[src/rtl/apb_reg_slave.sv]
// APB completer: NREGS read/write registers plus a read-only status word at index NREGS,
// with a fixed number of wait states and pslverr on out-of-range or illegal accesses.
module apb_reg_slave #(
  parameter int unsigned WIDTH       = 32,
  parameter int unsigned ADDRBITS    = 16,
  parameter int unsigned NREGS       = 8,
  parameter int unsigned WAIT_CYCLES = 1
) (
  input  logic                   apb_clk,
  input  logic                   reset,
  input  logic                   psel,
  input  logic                   penable,
  input  logic                   pwrite,
  input  logic [ADDRBITS-1:0]    paddr,
  input  logic [WIDTH-1:0]       pwdata,
  output logic [WIDTH-1:0]       prdata,
  output logic                   pready,
  output logic                   pslverr,
  input  logic [WIDTH-1:0]       hw_status,
  output logic [NREGS*WIDTH-1:0] regs_flat
);

  localparam int unsigned IdxW = ADDRBITS - 2;

  typedef enum logic [1:0] {StIdle, StWait, StResp} state_e;

  state_e           state_q, state_d;
  logic [3:0]       cnt_q, cnt_d;
  logic [WIDTH-1:0] prdata_q, prdata_d;
  logic             pready_q, pready_d;
  logic             pslverr_q, pslverr_d;
  logic [WIDTH-1:0] regs_q [NREGS];
  logic [WIDTH-1:0] regs_d [NREGS];

  logic [IdxW-1:0]  idx;
  logic             in_regs;
  logic             is_status;
  logic [WIDTH-1:0] reg_rd;
  logic             load_resp;

  // Full word index is compared, so high address bits can never alias onto a register.
  assign idx       = paddr[ADDRBITS-1:2];
  assign in_regs   = idx < IdxW'(NREGS);
  assign is_status = idx == IdxW'(NREGS);

  always_comb begin
    reg_rd = '0;
    for (int unsigned i = 0; i < NREGS; i++) begin
      if (idx == IdxW'(i)) reg_rd = regs_q[i];
    end
  end

  always_comb begin
    state_d   = state_q;
    cnt_d     = cnt_q;
    load_resp = 1'b0;
    unique case (state_q)
      StIdle: begin
        if (psel && !penable) begin
          if (WAIT_CYCLES == 0) begin
            state_d   = StResp;
            load_resp = 1'b1;
          end else begin
            state_d = StWait;
            cnt_d   = 4'(WAIT_CYCLES);
          end
        end
      end
      StWait: begin
        if (!psel) begin
          state_d = StIdle;
        end else if (penable) begin
          if (cnt_q == 4'd1) begin
            state_d   = StResp;
            load_resp = 1'b1;
          end else begin
            cnt_d = cnt_q - 4'd1;
          end
        end
      end
      StResp:  state_d = StIdle;
      default: state_d = StIdle;
    endcase
  end

  // Response outputs are zero everywhere except the single cycle spent in StResp.
  always_comb begin
    pready_d  = load_resp;
    pslverr_d = 1'b0;
    prdata_d  = '0;
    if (load_resp) begin
      if (pwrite) begin
        pslverr_d = !in_regs;
      end else if (in_regs) begin
        prdata_d = reg_rd;
      end else if (is_status) begin
        prdata_d = hw_status;
      end else begin
        pslverr_d = 1'b1;
      end
    end
  end

  always_comb begin
    regs_d = regs_q;
    if (state_q == StResp && psel && penable && pwrite && in_regs) begin
      for (int unsigned i = 0; i < NREGS; i++) begin
        if (idx == IdxW'(i)) regs_d[i] = pwdata;
      end
    end
  end

  always_ff @(posedge apb_clk or negedge reset) begin
    if (!reset) begin
      state_q   <= StIdle;
      cnt_q     <= '0;
      prdata_q  <= '0;
      pready_q  <= 1'b0;
      pslverr_q <= 1'b0;
      for (int unsigned i = 0; i < NREGS; i++) regs_q[i] <= '0;
    end else begin
      state_q   <= state_d;
      cnt_q     <= cnt_d;
      prdata_q  <= prdata_d;
      pready_q  <= pready_d;
      pslverr_q <= pslverr_d;
      regs_q    <= regs_d;
    end
  end

  assign prdata  = prdata_q;
  assign pready  = pready_q;
  assign pslverr = pslverr_q;

  for (genvar g = 0; g < NREGS; g++) begin : g_flat
    assign regs_flat[g*WIDTH +: WIDTH] = regs_q[g];
  end

endmodule
[config.mk]
export PLATFORM = sky130hd
export DESIGN_NAME = apb_reg_slave
export DESIGN_NICKNAME = d
export VERILOG_FILES = /design/src/rtl/apb_reg_slave.sv
export SDC_FILE = /design/constraint.sdc
export NUM_CORES = 1
export LEC_CHECK = 0
export ABC_AREA = 1
export BUFFER_PORTS_ARGS = -buffer_cell sky130_fd_sc_hd__buf_2
export CORE_ASPECT_RATIO = 1.2
export CORE_MARGIN = 2
export CORE_UTILIZATION = 40
export CTS_BUF_LIST = sky130_fd_sc_hd__clkbuf_2 sky130_fd_sc_hd__clkbuf_4 sky130_fd_sc_hd__clkbuf_8
export DETAILED_ROUTE_END_ITERATION = 16
export PLACE_DENSITY_LB_ADDON = 0.12
export SYNTH_ARGS = -nofsm -noshare
export SYNTH_HDL_FRONTEND = slang
export SYNTH_SLANG_ARGS = --single-unit
export TNS_END_PERCENT = 5
[constraint.sdc]
create_clock -name apb_clk -period 1.75 [get_ports apb_clk]
set_clock_uncertainty 0.1 [all_clocks]
set_input_delay 0.0875 -clock apb_clk [delete_from_list [all_inputs] [get_ports apb_clk]]
set_output_delay 0.0875 -clock apb_clk [all_outputs]
set_load 0.005 [all_outputs]
==> flow_metrics.py, run 1 <==
metrics = {
    "cells_and_area": {
        "syn_to_final_growth_pct": 41.8,
        "finalNetCount": 2184,
        "layout_common_cells": "nand2_1 (564), buf_2 (371), dfrtp_1 (296)",
        "final_common_cell": "nand2_1",
        "finalNonFillerCells": 2541,
        "multi_input_area_mm2": 0.00524,
        "drive_gt1_frac": 0.323,
        "fillerInstances": 2978,
        "seqCellArea_mm2": 0.00741,
    },
    "detailed_routing": {
        "dr.pass1.iters": 7,
        "drt_iter0_drc": 921,
        "wl_per_cell_um": 19.1,
        "drc": 0,
        "ant_nets": 0,
        "num_vias": 12900,
        "drt_wl_total_mm": 48.6,
        "vias_per_cell": 5.08,
    },
    "clock_network": {
        "path_clk_slew_ps": 60,
        "htree_levels": 2,
        "clk_latency_ps": 580,
        "cts_buffers": 50,
        "cts.sinks": 296,
        "cts_root_buffer": "clkbuf_8",
        "cts_max_path_buffers": 3,
        "tritoncts": "done",
    },
    "timing": {
        "period_minus_slack_ps": 1840,
        "finalHoldViolCount": 0,
        "maxSlewViolCount": 0,
        "tightest_slew_ps": 467,
        "fin_tns_setup_ps": -2060,
        "setup_viol": 43,
        "fin_crit_sh": 1.05,
        "setup_ws_ps": -87.6,
        "rsz0062_at_grt": "true",
        "fmax_mhz": 544,
        "relSlewSlack": 0.687,
    },
    "worst_setup_path": {
        "reg2reg_slack_ps": -90,
        "start_kind": "flop",
        "cp.required_ps": 2150,
        "crit_arrival_ps": 2240,
        "endpoint_kind": "flop",
        "crit_type": "flop to flop",
        "worstPathMaxFanout": 8,
    },
    "place": {
        "portBuffers": 372,
        "dpl.cell_count": 2377,
        "dp_hpwl_mm": 34.2,
        "gp_congestion": 0.857,
    },
    "status": {
        "status": "complete, but fails checks",
        "violations": "negative setup slack",
    },
    "logic_synthesis": {
        "syn_inst": 1573,
        "syn-num-nets": 1660,
        "ys_seq_area_frac": 0.566,
        "avgSynthCellArea_um2": 8.32,
        "mappedNetlistArea_mm2": 0.0131,
        "ys_ff_latch": 296,
        "yosys_warnings": 0,
        "yosysUniqueCellTypes": 33,
    },
    "global_routing": {
        "grt_usage": 0.281,
        "grt_max_degree": 65,
        "grt_overflow": 0,
        "antenna_found_initial": 2,
        "grt_pass1_vias": 12500,
        "grt_pass1_wl_mm": 73.6,
    },
    "pwr": {
        "ir_worst_vdd_mv": 0.535,
        "cellLeakagePower_nw": 9.87,
        "finalPower_mw": 14.4,
        "powerDensity_mw_per_mm2": 774,
    },
    "die": {
        "rows": 72,
        "core-area_mm2": 0.0323,
        "start_util": 0.406,
        "dieArea_mm2": 0.0342,
        "io_pins": 375,
        "fp.dieH_um": 202,
        "die_x_um": 169,
    },
    "flow_run": {
        "cap_viol_max_count": 0,
    },
    "hold_path": {
        "hold_class": "input pin to flop",
    },
}
## synthesized netlist by cell type
| cell type | n | share of area |
|---|---|---|
| dfrtp_1 | 296 | 0.57 |
| inv_2 | 4 | 0.0011 |
| o21ai_0 | 250 | 0.096 |
| nand3_1 | 43 | 0.016 |
| nor2_2 | 13 | 0.0062 |
| buf_1 | 1 | 0.00029 |
| ha_1 | 2 | 0.0019 |
| nand4_1 | 28 | 0.013 |
| clkbuf_1 | 76 | 0.022 |
| nor4_4 | 1 | 0.0016 |
| a21oi_1 | 36 | 0.014 |
| o21a_1 | 1 | 0.00057 |
| nor2_1 | 91 | 0.026 |
| inv_1 | 86 | 0.025 |
| nand2_2 | 2 | 0.00096 |
| a21oi_2 | 28 | 0.019 |
| buf_2 | 1 | 0.00038 |
| or2_2 | 3 | 0.0014 |
| nand4_2 | 6 | 0.0057 |
| o22ai_1 | 1 | 0.00048 |
| nor2_4 | 1 | 0.00086 |
| nor4_1 | 1 | 0.00048 |
| nor3_1 | 2 | 0.00077 |
| nor3b_1 | 1 | 0.00057 |
| nand2_1 | 578 | 0.17 |
| a211oi_1 | 1 | 0.00057 |
| nand2_4 | 1 | 0.00086 |
| buf_6 | 6 | 0.0052 |
| nand3_2 | 1 | 0.00077 |
| o21bai_1 | 8 | 0.0046 |
| xor2_1 | 1 | 0.00067 |
| clkinv_2 | 1 | 0.00038 |
| and3_1 | 2 | 0.00096 |
## routing by layer
metal	up-vias	routed length (µm)	global-route usage
met5	-	13	0
met4	2	1560	0.0934
met3	106	3610	0.0584
met2	524	23300	0.468
met1	6154	20100	0.366
li1	6129	-	-
## through the flow
step            util  instance area, µm²  setup slack [ps]  hold slack (ps)
4_1_cts        0.570               18400              -113              207
6_report       0.575               18600             -87.6              239
2_1_floorplan      -               13100             -61.0             -308
3_5_place_dp   0.510               16500              -363            -49.2
5_1_grt        0.575               18600              -213              243
3_3_place_gp   0.510               16500              -390            -48.9
## worst paths after layout
check                           cells past startpoint                        from                    endpoint
worst max register to register                      8      state_q[0]$_DFFE_PN0P_   regs_flat[13]$_DFFE_PN0P_
worst min-delay path                                9                   paddr[14]    regs_flat[1]$_DFFE_PN0P_
worst max-delay path                                8      state_q[0]$_DFFE_PN0P_   regs_flat[13]$_DFFE_PN0P_
max in group asynchronous                           4                       reset        cnt_q[1]$_DFFE_PN0P_
worst min register to register                      2  regs_flat[106]$_DFFE_PN0P_  regs_flat[106]$_DFFE_PN0P_
min in group asynchronous                           3                       reset  regs_flat[114]$_DFFE_PN0P_
## registers in the layout, summed over array words and instances, names as in the netlist
| register | cells |
|---|---|
| regs_flat | 256 |
| prdata | 32 |
| cnt_q | 4 |
| state_q | 2 |
| pready | 1 |
| pslverr | 1 |
## power breakdown
group	total, mW	switching [mW]	internal (mW)
combinational	0.892	0.514	0.379
sequential	6.91	0.0213	6.89
clock	6.55	2.84	3.71
total	14.4	3.38	11.0
## critical path, cell delays in order (launching register included)
cell and delay (ps):
dfrtp_1 410, nor4_4 290, nand2_2 100, buf_6 120
nor4_4 200, buf_6 220, buf_12 160, nor2_2 40
a21oi_2 100
## layout make-up
type                    instances  share of cell area
diodes                          1            0.000135
multi-input cells            1102               0.282
flip-flops and latches        296               0.399
clock buffers                  79              0.0532
repair buffers                556               0.215
clock inverters                 9             0.00391
well taps                     407              0.0274
inverters                      91              0.0186
## logic make-up (layout without fill, tap and decap cells)
kind of cell | after synthesis | count (layout) | share of synthesized area
xor gates and xnor gates | 1 | 1 | 0.000670
DFF | 296 | 296 | 0.566
buffers and inverters | 175 | 735 | 0.0538
and+or+nand+nor | 774 | 774 | 0.243
other | 0 | 1 | 0
adders and majority gates | 2 | 2 | 0.00191
AOI/OAI and AO/OA | 325 | 325 | 0.134
## what timing repair did
| item | in CTS | in global routing |
|---|---|---|
| setup buffers | 2 | 0 |
| setup endpoints to repair | 288 | 286 |
| hold buffers | 69 | 0 |
| resized for setup | 44 | 74 |
| hold endpoints to repair | 592 | 0 |
| gates cloned | 1 | 3 |
| pin swaps | 1 | 5 |
No activity file was read; power rests on OpenSTA's default activity.
==> run 2, diff against run 1 <==
- ABC_CLOCK_PERIOD_IN_PS: default -> 2230
- clock period: 1.75 -> 2.23 ns (I/O delays scaled with it)
==> run 2 against run 1 <==
Compared with the run above:
- the flow now finishes without violations
- cell area down 5.7%
- worst hold slack worse by 96 ps
- sequential cell count did not move
- sequential power fell by 21%
- routed wire length shrank 6.3%
- critical path depth rose by 1
- count of clock-buffer cells in the layout decreased by 2
- sequential share of layout area up 2.4 points
- power fell by 24%
- via count shrank 4.6%
- combinational power fell by 36%
- global-route usage down 1.5 points
==> flow_metrics.py, run 2 (synthesized netlist as in run 1, its figures left out) <==
metrics = {
    "status": {
        "status": "finished, final reports clean",
    },
    "flow_run": {
        "cap_viol_max_count": 0,
    },
    "die": {
        "rows": 72,
        "core-area_mm2": 0.0323,
        "fp.dieH_um": 202,
        "start_util": 0.406,
        "die_x_um": 169,
        "io_pins": 375,
        "dieArea_mm2": 0.0342,
    },
    "global_routing": {
        "grt_usage": 0.265,
        "grt_pass1_vias": 11800,
        "grt_pass1_wl_mm": 70.1,
        "grt_overflow": 0,
        "antenna_found_initial": 3,
        "grt_max_degree": 69,
    },
    "worst_setup_path": {
        "endpoint_kind": "flop",
        "worstPathMaxFanout": 30,
        "worstReg2RegEnd": "regs_flat[218]$_DFFE_PN0P_",
        "reg2reg_slack_ps": 210,
        "crit_type": "flop to flop",
        "r2r_start": "state_q[1]$_DFFE_PN0P_",
        "cp.required_ps": 2570,
        "r2r_cells": 9,
        "crit_arrival_ps": 2360,
        "start_kind": "flop",
    },
    "detailed_routing": {
        "drt_iter0_drc": 905,
        "highest_layer": "met5",
        "routed-wl-met3_mm": 2.95,
        "num_vias": 12300,
        "drt_wl_total_mm": 45.6,
        "met2_length_mm": 21.6,
        "dr.pass1.iters": 5,
        "wl_met1_mm": 19.7,
        "wl_per_cell_um": 18.4,
        "ant_nets": 0,
        "vias_per_cell": 4.99,
        "drc": 0,
    },
    "cells_and_area": {
        "drive_gt1_frac": 0.277,
        "layout_common_cells": "nand2_1 (577), buf_2 (371), dfrtp_1 (296)",
        "finalNetCount": 2121,
        "fillerInstances": 3108,
        "syn_to_final_growth_pct": 33.7,
        "largest_register_ffs": 256,
        "final_common_cell": "nand2_1",
        "finalNonFillerCells": 2472,
    },
    "clock_network": {
        "cts.sinks": 296,
        "path_clk_slew_ps": 60,
        "clk_latency_ps": 590,
        "cts_buffers": 49,
        "post_cts_buffers": 0,
        "cts_root_buffer": "clkbuf_8",
        "tritoncts": "done",
        "htree_levels": 2,
        "cts_max_path_buffers": 3,
    },
    "timing": {
        "setup_ws_ps": 213,
        "finalHoldViolCount": 0,
        "maxSlewViolCount": 0,
        "period_minus_slack_ps": 2020,
        "relSlewSlack": 0.663,
        "rsz0062_at_grt": "false",
        "tightest_slew_ps": 506,
        "fmax_mhz": 496,
        "holdWs_ps": 144,
        "fin_tns_setup_ps": 0,
        "setup_viol": 0,
        "fin_crit_sh": 0.904,
    },
    "place": {
        "gp_congestion": 0.847,
        "place_ws_ps": 76.8,
        "dpl.cell_count": 2320,
        "portBuffers": 372,
        "dp_hpwl_mm": 31.8,
    },
    "pwr": {
        "powerDensity_mw_per_mm2": 621,
        "cellLeakagePower_nw": 9.36,
        "ir_worst_vdd_mv": 0.430,
        "finalPower_mw": 10.9,
    },
    "hold_path": {
        "hp-start": "paddr[14]",
        "hold_path_end": "regs_flat[30]$_DFFE_PN0P_",
        "hold-path-cell-count": 6,
        "hold_class": "input pin to flop",
    },
}
==> run 2: cell type report <==
type | count | area [µm²] | share of cell area
flip-flops and latches | 296 | 7410 | 0.423
multi-input cells | 1102 | 5050 | 0.289
repair buffers | 494 | 3190 | 0.182
clock buffers | 77 | 972 | 0.0556
well taps | 407 | 509 | 0.0291
inverters | 91 | 344 | 0.0197
clock inverters | 3 | 17.5 | 0.00100
diodes | 2 | 5.00 | 0.000286
==> run 2: worst max-delay path by stage <==
| stage | slack [ps] | start | endpoint | depth (start not counted) |
|---|---|---|---|---|
| after floorplan | 390 | cnt_q[1]$_DFFE_PN0P_ | prdata[30]$_DFF_PN0_ | 9 |
| after global placement | 120 | paddr[13] | prdata[30]$_DFF_PN0_ | 12 |
| after detailed placement | 80 | paddr[11] | prdata[30]$_DFF_PN0_ | 12 |
| after CTS | 150 | state_q[1]$_DFFE_PN0P_ | regs_flat[39]$_DFFE_PN0P_ | 8 |
| after global routing | 9 | state_q[1]$_DFFE_PN0P_ | regs_flat[93]$_DFFE_PN0P_ | 9 |
| final | 210 | state_q[1]$_DFFE_PN0P_ | regs_flat[218]$_DFFE_PN0P_ | 9 |
==> run 2: worst max-delay path, cell delays in order, from the launching register on <==
cell and delay (ps):
dfrtp_1 380, inv_1 70, nor4_1 290, buf_4 170, nand2_2 80, clkinv_2 190, nand4_4 130, buf_4 270
nand2_1 100, o21ai_0 90
==> run 2: what timing repair did <==
item / CTS / global route
hold buffers: 70 / 0
setup endpoints to repair: 0 / 18
endpoints found under the hold margin: 592 / 0
gates resized for setup: 0 / 1
==> run 2: where the power goes <==
group	internal, mW	leakage, nW	switching (mW)	total (mW)
Sequential	5.41	4.13	0.0210	5.43
Clock	2.73	0.525	2.13	4.86
Combinational	0.222	4.71	0.352	0.573
==> run 2: metal layers <==
metal / vias up / global-route usage
li1: 5985 / -
met4: 2 / 0.0849
met2: 405 / 0.434
met5: - / 0
met1: 5853 / 0.351
met3: 81 / 0.0599
==> run 2: per-stage QoR <==
step           cell area, µm²   util
6_report                17500  0.543
5_1_grt                 17500  0.543
4_1_cts                 17500  0.542
3_5_place_dp            15800  0.490
3_3_place_gp            15800  0.490
2_1_floorplan           13100      -
